--- src/rtl/neg_serial_pkg.sv ---
// neg_serial_pkg: shared FSM state encodings for the serial negator
package neg_serial_pkg;
  typedef enum logic [1:0] {
    IDLE = 2'd0,
    RUN  = 2'd1,
    DONE = 2'd2
  } state_t;
endpackage

--- src/rtl/neg_bit_cell.sv ---
// neg_bit_cell: one-bit LSB-first one's/two's complement step
module neg_bit_cell (
  input  logic b,
  input  logic mode,
  input  logic seen_one,
  output logic res_bit,
  output logic seen_one_next
);
  // two's complement copies bits up to and including the first one, then inverts
  always_comb begin
    res_bit       = (mode && !seen_one) ? b : ~b;
    seen_one_next = seen_one | b;
  end
endmodule

--- src/rtl/neg_serial.sv ---
// neg_serial: bit-serial one's/two's complement negator, N cycles per operand
module neg_serial
  import neg_serial_pkg::*;
#(
  parameter int N = 8
) (
  input  logic         clk,
  input  logic         rst_n,
  input  logic         start,
  input  logic         mode,
  input  logic [N-1:0] a,
  output logic [N-1:0] out,
  output logic         busy,
  output logic         done,
  output logic         ovf
);
  localparam int CW = $clog2(N);
  state_t         state_q, state_d;
  logic [N-1:0]   sh_q, sh_d, res_q, res_d, out_q, out_d;
  logic [CW-1:0]  cnt_q, cnt_d;
  logic           seen_q, seen_d, mode_q, mode_d, ovf_q, ovf_d;
  logic           res_bit, seen_next;
  neg_bit_cell u_cell (
    .b            (sh_q[0]),
    .mode         (mode_q),
    .seen_one     (seen_q),
    .res_bit      (res_bit),
    .seen_one_next(seen_next)
  );
  // next-state: latch on start, shift one bit per RUN cycle, publish on the last bit
  always_comb begin
    state_d = state_q;
    sh_d    = sh_q;
    res_d   = res_q;
    out_d   = out_q;
    cnt_d   = cnt_q;
    seen_d  = seen_q;
    mode_d  = mode_q;
    ovf_d   = ovf_q;
    case (state_q)
      IDLE: if (start) begin
        sh_d    = a;
        mode_d  = mode;
        cnt_d   = '0;
        seen_d  = 1'b0;
        state_d = RUN;
      end
      RUN: begin
        sh_d   = sh_q >> 1;
        res_d  = {res_bit, res_q[N-1:1]};
        seen_d = seen_next;
        cnt_d  = cnt_q + CW'(1);
        if (cnt_q == CW'(N - 1)) begin
          out_d   = res_d;
          ovf_d   = mode_q & sh_q[0] & res_bit;
          cnt_d   = '0;
          state_d = DONE;
        end
      end
      DONE:    state_d = IDLE;
      default: state_d = IDLE;
    endcase
  end
  // state registers with synchronous active-low reset
  always_ff @(posedge clk) begin
    if (!rst_n) begin
      state_q <= IDLE;
      sh_q    <= '0;
      res_q   <= '0;
      out_q   <= '0;
      cnt_q   <= '0;
      seen_q  <= 1'b0;
      mode_q  <= 1'b0;
      ovf_q   <= 1'b0;
    end else begin
      state_q <= state_d;
      sh_q    <= sh_d;
      res_q   <= res_d;
      out_q   <= out_d;
      cnt_q   <= cnt_d;
      seen_q  <= seen_d;
      mode_q  <= mode_d;
      ovf_q   <= ovf_d;
    end
  end
  assign out  = out_q;
  assign ovf  = ovf_q;
  assign busy = (state_q == RUN);
  assign done = (state_q == DONE);
endmodule

--- config.mk ---
export PLATFORM = sky130hd
export DESIGN_NAME = neg_serial
export DESIGN_NICKNAME = d
export VERILOG_FILES = /design/src/rtl/neg_serial_pkg.sv /design/src/rtl/neg_bit_cell.sv /design/src/rtl/neg_serial.sv
export SDC_FILE = /design/constraint.sdc
export NUM_CORES = 1
export LEC_CHECK = 0
export ABC_AREA = 1
export CORE_ASPECT_RATIO = 0.9
export CORE_MARGIN = 2
export CORE_UTILIZATION = 35
export DETAILED_ROUTE_END_ITERATION = 8
export PLACE_DENSITY = 0.68
export SETUP_SLACK_MARGIN = 0.5
export SLEW_MARGIN = 0
export SYNTH_ARGS = -nofsm -noshare
export SYNTH_HDL_FRONTEND = slang
export SYNTH_HIERARCHICAL = 1
export SYNTH_SLANG_ARGS = --single-unit
--- constraint.sdc ---
create_clock -name clk -period 1.25 [get_ports clk]
set_input_delay 0.1875 -clock clk [delete_from_list [all_inputs] [get_ports clk]]
set_output_delay 0.1875 -clock clk [all_outputs]
set_load 0.01 [all_outputs]
== Word level (Yosys, flattened, before mapping) ==
Index checks and enable logic that the tools add are counted.
Word-level totals
  register bits: 32
  bits of input ports: 12
  output and inout port bits: 11
  logic and storage cells: 37
Operators by class
  add/sub/neg operators: 1
  eq/ne operators: 5
  muxes and demuxes: 11
  bitwise operators: 4
  reduce and logical (&&, ||, !) cells: 8
Operator list (number)
  case mux 8 bit (2 select lines): 1
  two-way mux 8 bit: 1
  AND reduction 2 bit: 4
  two-way mux 3 bit: 2
  case mux 3 bit (2 select lines): 1
  two-way mux 2 bit: 2
  case mux 2 bit (2 select lines): 1
  adder 3 x 1 -> 3 bit, second input constant: 1
  == test 3 bit, second input constant: 1
  bitwise AND 1 bit: 2
  == test 2 x 1 -> 1 bit, second input constant: 1
  == test 2 bit, second input constant: 1
  logical NOT 2 bit: 1
  two-way mux 1 bit: 2
  != test 2 x 1 -> 1 bit, second input constant: 1
  != test 2 bit, second input constant: 1
  case mux 1 bit (2 select lines): 1
  nonzero test 2 bit: 1
  logical AND 1 bit: 1
  logical NOT 1 bit: 1
  inverter 1 bit: 1
  bitwise OR 1 bit: 1

== Logic depth before layout (Yosys ltp) ==
  depth in word-level cells: 4
  gate-level depth with buffers: 8
  gate-level depth less buffers: 8

== Modules after synthesis ==
The synthesis kept the hierarchy.
Modules (own cells, without submodules)
  neg_serial: instances 1, cells each 181, area an instance 1358.8 µm², seq. area each 620.6 µm²
  neg_bit_cell: instances 1, cells each 7, area an instance 30.0 µm², seq. area each 0.0 µm²

== Worst setup path after synthesis ==
No wires, ideal clock.
  kind: register to register
  start point: register cnt_q[0]
  end point: register out_q[1], in the netlist out[1]
  setup time: 0.117 ns
  data arrival time: 1.035 ns
  data required time: 1.133 ns
  slack: 0.098 ns
  stages on the path, launching flop included: 7
  path buffers: 0
  clock period less this slack: 1.152 ns
  path through: dfxtp_1 > ha_1 > ha_1 > inv_1 > nor2_8 > nand2_2 > o21ai_1
Between the ends
  cells in the longest elaborated chain, start to end: 2
Ends and longest elaborated chain
  start, declared: line neg_serial.sv:20  | logic [CW-1:0] cnt_q, cnt_d;
  start signal, assigned: line neg_serial.sv:80  | cnt_q <= cnt_d;
  == test 3 bit: line neg_serial.sv:53  | if (cnt_q == CW'(N - 1)) begin
  AND reduction 2 bit (no source line)
  end signal, assigned: line neg_serial.sv:79  | out_q <= out_d;
  end, declared: line neg_serial.sv:19  | logic [N-1:0] sh_q, sh_d, res_q, res_d, out_q, out_d;
No other way between the ends.
A chain may end at the register's enable or synchronous reset.

== Worst setup path in the final report ==
  start point: register state_q[0]
  end point: output busy
Between the ends
  cells in the longest elaborated chain, start to end: 1
Ends and longest elaborated chain
  start, declared: line neg_serial.sv:18  | state_t state_q, state_d;
  start signal, assigned: line neg_serial.sv:76  | state_q <= state_d;
  == test 2 x 1 -> 1 bit: line neg_serial.sv:88  | assign busy = (state_q == RUN);
  end, declared: line neg_serial.sv:13  | output logic busy,
No other way between the ends.

==> impl_metrics.tcl <==
set metrics [dict create \
    rows 21 \
    boundaryPins 23 \
    ir_drop_mv 0.571 \
    cts_root_buf "clkbuf_8" \
    finalWorstSetupSlack_ns 0.125 \
    antenna_found_initial 0 \
    timing.fmax_mhz 889 \
    cts_tree "yes" \
    skew_ns 0.00389 \
    power.total_mw 2.44 \
    dr.pass1.iters 4 \
    seqPwrFrac_pct 44.4 \
    ant_nets 0 \
    diodes 0 \
    reg2regPathDepth 5 \
    syn_nets 202 \
    ys_async_sr_fraction_pct 0 \
    p_int_mw 1.85 \
    grt_pass1_vias 1199 \
    core_area_sq_mm 0.00376 \
    syn_to_final_growth_pct 44.6 \
    synth_edf_count 0 \
    cts_hold_buf 0 \
    clk_latency_ns 0.28 \
    grt_max_degree 20 \
    synth_cells 188 \
    synth_area_leaders "dfxtp_1 (45%), nand2_1 (15%), nor2_1 (7.6%), a21oi_1 (4.7%), nand3_1 (4.3%)" \
    fin_hold_ws_ns 0.445 \
    port_buffers 22 \
    hold_depth 2 \
    synth_most_common_cell "nand2_1" \
    drv_slew 0 \
    numCtsBuffers 5 \
    fin_nets 240 \
    worst_pin_slew_ns 0.171 \
    status "finished clean" \
    post_drt_wl_per_cell_um 11.0 \
    gr-total-overflow 0 \
    grt_pass1_wl_um 5150 \
    crit_required_ns 1.06 \
    crit_path_end_kind "primary output" \
    dieArea_sq_mm 0.00449 \
    yosysTopAreaCell "dfxtp_1" \
    hold_viol_final 0 \
    drtIter0Drc 84 \
    drive_gt1_share_pct 35.2 \
    die_h_um 63.8 \
    crit_fanout 4 \
    p_clk_share_pct 41.5 \
    routed_via_density 4.65 \
    yosysSeqAreaShare_pct 44.7 \
    clk_pin_slew_worst_paths_ns 0.07 \
    cts.sinks 31 \
    via_count 1269 \
    p_sw_mw 0.588 \
    critical_path_class "reg2out" \
    syn-mean-instance-area_sq_um 7.39 \
    ys_seq_elements 31 \
    hp-class "reg2reg" \
    p_leak_nw 0.869 \
    rsz0062_at_grt "true" \
    initial_core_util_pct 37.0 \
    post-route-util_pct 53.4 \
    pre_cts_slack_ns -0.0115 \
    sw_frac_of_total_pct 24.1 \
    gp_congestion 0.732 \
    route.detailed.drc 0 \
    max-clock-path-buffers 2 \
    arrival_ns 0.94 \
    synth_cell_types 21 \
    synth_commonest_cells "nand2_1 (54), dfxtp_1 (31), nor2_1 (28), inv_1 (14), a21oi_1 (13)" \
    comb_power_share_pct 14.1 \
    yosysWarnings 6 \
    synthDominantCellAreaShare_pct 44.7 \
    fill_cells 348 \
    start_kind "flip-flop" \
    die_w_um 70.4 \
    syn_area_sq_mm 0.00139 \
    grt.total_usage_pct 14.2 \
    setup-violations-final 0 \
    period_share_pct 90.0 \
    p_per_area_mw_per_mm2 1210 \
    synthFlopType "dfxtp_1" \
    wl_um 3000 \
    relSlewSlack_pct 88.6 \
    place_inst 254 \
    htreeDepth 2 \
    final_cells 273 \
    hpwlAfterDp_um 1850 \
    post-route-min-period_ns 1.13 \
    cap_violations 0 \
]
cells by family after synthesis:
family                   synth area share, %
buffers and inverters                   9.91
AO/OA/AOI/OAI                           11.0
adder cells (fa/ha/maj)                 1.80
flip-flops                              44.7
AND/OR/NAND/NOR                         32.6
through the flow:
step	TNS (ns)	cell area (sq um)
CTS	0	1920
global placement	0	1700
floorplan	0	1440
detailed placement	-0.0115	1700
finish	0	2010
global route	0	2010
placed cells by master (no fill, tap or decap), types with 3 or more instances in the layout:
cell type	instances
a21oi_1	13
a21oi_2	3
buf_12	3
buf_4	11
buf_6	10
clkbuf_8	6
clkdlybuf4s50_1	11
dfxtp_1	18
dfxtp_2	12
inv_1	11
inv_2	4
nand2_1	53
nand2_2	6
nand3_1	12
nor2_1	26
o21ai_1	3
o21ai_2	6
flip-flops by register name (all words and copies together) (netlist names):
| name | flops |
|---|---|
| cnt_q | 3 |
| mode_q | 1 |
| out | 8 |
| ovf | 1 |
| res_q | 7 |
| seen_q | 1 |
| sh_q | 8 |
| state_q | 2 |
power by group through the flow:
stage / Clock, mW / Sequential [mW] / Combinational, mW
global placement: 0 / 1.10 / 0.278
CTS: 1.03 / 1.08 / 0.310
finish: 1.01 / 1.08 / 0.344
detailed placement: 0 / 1.10 / 0.280
floorplan: 0 / 1.09 / 0.203
global route: 1.07 / 1.09 / 0.388
critical path: stages, from the launching register on:
cell and delay (ns):
dfxtp_4 0.39, inv_2 0.04, nor2_2 0.09, buf_2 0.15
metal layers:
metal	vias up	wire length [um]	global-route usage, %
met5	-	0	0
met4	0	41	5.77
met3	4	125	3.15
met2	26	1370	23.6
met1	573	1460	17.9
li1	666	-	-
repair_timing:
action / in CTS / in global routing
resized for setup: 76 / 8
setup endpoints to repair: 42 / 42
cloned: 1 / 1
buffers inserted: 5 / 4
pin swaps: 3 / 6
path summary, 6_finish.rpt:
| kind | from | endpoint | slack, ns |
|---|---|---|---|
| worst max register to register | state_q[0]$_SDFFE_PN0P_ | cnt_q[0]$_SDFFE_PN0P_ | 0.13 |
| worst max-delay path | state_q[0]$_SDFFE_PN0P_ | busy | 0.12 |
| worst min-delay path | res_q[1]$_SDFFE_PN0N_ | out[0]$_SDFFE_PN0P_ | 0.45 |
| worst min register to register | res_q[1]$_SDFFE_PN0N_ | out[0]$_SDFFE_PN0P_ | 0.45 |
area by class of cell:
type	count	area (sq um)	share of cell area (%)
multi-input cells	133	723	36.0
flip-flops and latches	31	639	31.8
repair buffers	38	400	19.9
clock buffers	6	82.6	4.11
inverters	17	70.1	3.49
well taps	46	57.6	2.87
clock inverters	2	35.0	1.74
(Power assumes the default switching activity.)
==> RTL change 1, RTL diff (same settings) <==
Encoding of `state_t`: now one-hot (3 bits for 3 states).
--- a/src/rtl/neg_serial_pkg.sv
+++ b/src/rtl/neg_serial_pkg.sv
@@ -1,9 +1,9 @@
 // neg_serial_pkg: shared FSM state encodings for the serial negator
 package neg_serial_pkg;
-  typedef enum logic [1:0] {
-    IDLE = 2'd0,
-    RUN  = 2'd1,
-    DONE = 2'd2
+  typedef enum logic [2:0] {
+    IDLE = 3'b001,
+    RUN  = 3'b010,
+    DONE = 3'b100
   } state_t;
 endpackage
 
Behaviour: no difference found for any inputs over 10 cycles, from zero or initial values and one cycle with rst_n low; not proved beyond that.
==> RTL change 1 against the original RTL <==
Critical path type is now flip-flop to flip-flop. Clock skew grew 0.0017 ns. Sequential cell count rose by 1. Non-clock buffer count grew 20. The run now ends with setup timing left. Power grew 11%. Global-route usage rose by 2.9 points. Area after synthesis rose by 1.9%. Sequential share of layout area shrank 5.4 points. Wire length increased by 37%. Cell area is 25% higher. Worst setup slack worse by 0.14 ns.
==> RTL change 1: results <==
export IMPL_status="finished, violations left"
export IMPL_failed_checks="setup timing"
export IMPL_clk_insertion_delay_late_ns=0.29
export IMPL_fin_ws_ns=-0.0188
export IMPL_antenna_found_initial=0
export IMPL_diodes=0
export IMPL_async_flop_share=0
export IMPL_topRoutingLayerUsed="met4"
export IMPL_grt_ovfl_total=0
export IMPL_gp_congestion=0.777
export IMPL_io_buffers=22
export IMPL_wirelength_um=4100
export IMPL_cp_slowest_cell="dfxtp_2"
export IMPL_fin_skew_ns=0.00562
export IMPL_slowest_delay_ns=0.36
export IMPL_m1WireLength_um=1830
export IMPL_cts_clk_slew_worst_paths_ns=0.07
export IMPL_irDropWorstVdd_v=0.000764
export IMPL_grt_usage=0.171
export IMPL_layout_nets=267
export IMPL_crit_fanout=5
export IMPL_wl_met3_um=117
export IMPL_grt_pass1_wl_um=6110
export IMPL_netlist_top_cells_area="dfxtp_1 45%, nand2_1 13%, nor2_1 9.0%"
export IMPL_first_pass_iters=4
export IMPL_dpl_instance_area_mm2=0.00180
export IMPL_wl_met2_um=2060
export IMPL_cts_buffer_depth=2
export IMPL_setup_viol=1
export IMPL_drive_gt1_frac=0.535
export IMPL_ys_types=19
export IMPL_cts_buffers=5
export IMPL_tightest_slew_ns=0.670
export IMPL_fill_cells=294
export IMPL_routed_via_count=1473
export IMPL_first_global_vias=1268
export IMPL_ys_seq_area_frac=0.453
export IMPL_hold_path_class="input port to flip-flop"
export IMPL_power_leakage_uw=0.00103
export IMPL_drt_iter0_drc=102
export IMPL_yosysWarnings=6
export IMPL_grt_max_degree=18
export IMPL_intPower_uw=1940
export IMPL_synthTopCellsByCount="49 x nand2_1, 34 x nor2_1, 32 x dfxtp_1, 15 x nand3_1, 14 x a21oi_1"
export IMPL_h_tree_depth=2
export IMPL_dpl_hpwl_um=2140
export IMPL_cts_root_buffer="clkbuf_8"
export IMPL_syn_num_nets=211
==> RTL change 1: cell types whose count changed in the layout (fill, tap and decap cells not counted), moves of 5 or more <==
cell	before	now
nand4_1	0	9
nand2_1	53	31
a21oi_2	3	11
nand3_1	12	5
nand3_2	0	6
a21oi_1	13	3
nor2_4	1	8
nand2_4	2	7
nand2_2	6	12
buf_6	10	23
==> RTL change 1: final timing paths <==
kind	to	slack, ns	depth (start not counted)	start
worst max-delay path	out[1]$_SDFFE_PN0P_	-0.02	7	cnt_q[0]$_SDFFE_PN0P_
worst min-delay path	sh_q[7]$_SDFFE_PN0P_	0.47	3	a[7]
worst max register to register	out[1]$_SDFFE_PN0P_	-0.02	7	cnt_q[0]$_SDFFE_PN0P_
worst min register to register	out[7]$_SDFFE_PN0P_	0.47	2	out[7]$_SDFFE_PN0P_
==> RTL change 1: timing repair <==
item / in CTS / in global routing
hold buffers: 0 / 0
pin swaps: 32 / 20
setup endpoints to repair: 43 / 43
resized for setup: 110 / 57
cloned: 2 / 0
setup buffers: 13 / 6
==> RTL change 1: power groups by stage <==
stage	logic [µW]	clock network, µW	registers [µW]
floorplan	231	0	1120
global placement	329	0	1120
detailed placement	332	0	1120
CTS	464	1010	1100
global route	645	1060	1110
finish	598	1010	1100
==> RTL change 1: logic make-up after synthesis <==
family	synth area share
adders and majority gates	0.0177
and+or+nand+nor	0.351
buffers and inverters	0.101
DFF	0.453
AOI/OAI and AO/OA	0.0778
==> RTL change 1: final cells by class <==
class,instances,share of cell area
Clock buffer,5,0.0274
Timing Repair Buffer,58,0.249
Inverter,18,0.0329
Clock inverter,3,0.0165
Timing Repair inverter,1,0.00299
Sequential cell,32,0.264
Tap cell,46,0.0230
Multi-Input combinational cell,137,0.384
==> RTL change 1: stage by stage <==
stage / worst slack (ns) / TNS [ns] / instances / utilization / power (µW)
2_1_floorplan: 0.113 / 0 / 197 / - / 1350
3_3_place_gp: -0.0920 / -1.03 / 271 / 0.474 / 1450
3_5_place_dp: -0.0917 / -1.06 / 271 / 0.474 / 1460
4_1_cts: 0.0226 / 0 / 294 / 0.589 / 2580
5_1_grt: -0.0941 / -0.663 / 300 / 0.658 / 2810
6_report: -0.0188 / -0.0188 / 300 / 0.658 / 2710
==> RTL change 1: worst max-delay path: cells and delay by family, from the launching register on <==
family | cells | cell delay [ns]
AOI/OAI and AO/OA | 1 | 0.14
buffers and inverters | 2 | 0.27
DFF | 1 | 0.36
and+or+nand+nor | 2 | 0.13
adders and majority gates | 2 | 0.27
==> RTL change 1: metal layers <==
metal | track usage | vias to the layer above
met5 | 0 | -
met4 | 0.0684 | 0
met3 | 0.0457 | 11
met2 | 0.268 | 25
met1 | 0.223 | 692
li1 | - | 745
==> RTL change 2, RTL diff (same settings) <==
Made on the original files. The parameter `N` goes from 8 to 32.
--- a/src/rtl/neg_serial.sv
+++ b/src/rtl/neg_serial.sv
@@ -2,7 +2,7 @@
 module neg_serial
   import neg_serial_pkg::*;
 #(
-  parameter int N = 8
+  parameter int N = 32
 ) (
   input  logic         clk,
   input  logic         rst_n,
Interface: changed (resized a and out); port bits go from 23 to 71. The function was not compared with the original's and may differ.
==> RTL change 2 against the original RTL <==
Worst setup slack worse by 0.42 ns. Synthesized cell count rose to 3.1 times the old value. Sequential cell count grew 74. Highest routed layer unchanged. Cell area grew to 4.0 times the old value. Area after synthesis grew to 3.0 times the old value. The run now ends with setup timing left. Wire length grew to 5.4 times the old value. Sequential power grew to 3.4 times the old value. Power increased to 3.6 times the old value.
==> RTL change 2: results <==
export IMPL_hold_path_class="input port to flip-flop"
export IMPL_cp_arrival_ns=1.83
export IMPL_cts_clk_slew_worst_paths_ns=0.07
export IMPL_first_global_vias=4343
export IMPL_layout_nets=776
export IMPL_ys_seq_area_frac=0.502
export IMPL_failed_checks="setup timing"
export IMPL_cts_buffer_depth=2
export IMPL_diodes=0
export IMPL_pre_cts_ws_ns=-0.283
export IMPL_yosysWarnings=6
export IMPL_crit_fanout=3
export IMPL_ys_flop_type="dfxtp_1"
export IMPL_dp_cells=798
export IMPL_grt_max_degree=41
export IMPL_fin_skew_ns=0.00709
export IMPL_netlist_top_cells_area="dfxtp_1 50%, nor2_1 11%, nand2_1 11%"
export IMPL_ys_types=23
export IMPL_h_tree_depth=3
export IMPL_routed_via_count=4563
export IMPL_fin_cells=899
export IMPL_clk_insertion_delay_late_ns=0.35
export IMPL_setup_viol=97
export IMPL_avgSynthCellArea_um2=7.19
export IMPL_first_pass_iters=6
export IMPL_gp_congestion=0.773
export IMPL_drt_iter0_drc=376
export IMPL_syn_num_nets=620
export IMPL_async_flop_share=0
export IMPL_antenna_found_initial=0
export IMPL_status="finished, violations left"
export IMPL_power_leakage_uw=0.00343
export IMPL_grt_usage=0.212
export IMPL_cts_root_buffer="clkbuf_16"
export IMPL_dpl_hpwl_um=6090
export IMPL_cts_buffers=9
export IMPL_fin_ws_ns=-0.300
export IMPL_drive_gt1_frac=0.532
export IMPL_synthTopCellsByCount="122 x nor2_1, 118 x nand2_1, 105 x dfxtp_1, 57 x o21ai_0, 53 x inv_1"
export IMPL_tightest_slew_ns=0.496
export IMPL_grt_pass1_wl_um=21700
export IMPL_dpl_instance_area_mm2=0.00522
export IMPL_io_buffers=70
export IMPL_fill_cells=779
export IMPL_wirelength_um=16100
export IMPL_irDropWorstVdd_v=0.000653
-- RTL change 2: worst paths after layout --
check | slack, ns | to | from | cells past startpoint
max reg2reg | -0.30 | ovf$_SDFFE_PN0P_ | cnt_q[1]$_SDFFE_PN0P_ | 10
min reg2reg | 0.50 | out[11]$_SDFFE_PN0P_ | out[11]$_SDFFE_PN0P_ | 2
max | -0.30 | ovf$_SDFFE_PN0P_ | cnt_q[1]$_SDFFE_PN0P_ | 10
min | 0.31 | state_q[1]$_SDFFE_PN0P_ | rst_n | 4
-- RTL change 2: final cells by class --
cell class                 instances  share of cell area
timing repair inverter             1             0.00141
timing repair buffer             181               0.303
tap                              156              0.0244
clock buffer                      11              0.0316
clock inverter                     5             0.00877
multi-input combinational        384               0.331
sequential                       105               0.269
inverter                          56              0.0297
-- RTL change 2: per-stage QoR --
step	setup TNS (ns)	utilization
global route	-20.70	0.693
detailed placement	-13.90	0.453
CTS	-11.16	0.631
global placement	-11.09	0.453
floorplan	-7.78	-
finish	-16.81	0.693
-- RTL change 2: routing by layer --
metal	track usage	up-vias	routed length, µm
li1	-	2152	-
met1	0.266	2224	6630
met2	0.365	164	8440
met3	0.0387	23	764
met4	0.0748	0	255
met5	0	-	0
-- RTL change 2: critical path: stages (launching register included) --
cell and delay [ns]:
dfxtp_4 0.37, ha_4 0.15, nand2_4 0.05, nor2_4 0.09, ha_4 0.14, inv_2 0.05
nor2_4 0.10, buf_6 0.14, buf_6 0.10, nand3b_1 0.11, a21oi_2 0.17
-- RTL change 2: kinds of logic (layout without fill, tap and decap cells) --
group | Yosys count | count (layout) | share of synthesized area
AOI/OAI and AO/OA | 119 | 119 | 0.152
and+or+nand+nor | 263 | 263 | 0.245
adders and majority gates | 2 | 2 | 0.00598
buffers and inverters | 93 | 254 | 0.0951
DFF | 105 | 105 | 0.502
-- RTL change 2: power breakdown --
| group | switching [µW] | internal, µW |
|---|---|---|
| clock network | 1360 | 1700 |
| registers | 128 | 3530 |
| logic | 1050 | 1090 |
| total | 2540 | 6320 |
-- RTL change 2: what timing repair did --
action                                  4_1_cts  5_1_grt
endpoints found under the setup margin      140      140
pin swaps                                    49       45
cloned                                       20        4
resized for setup                           428      133
buffers inserted                             48       13
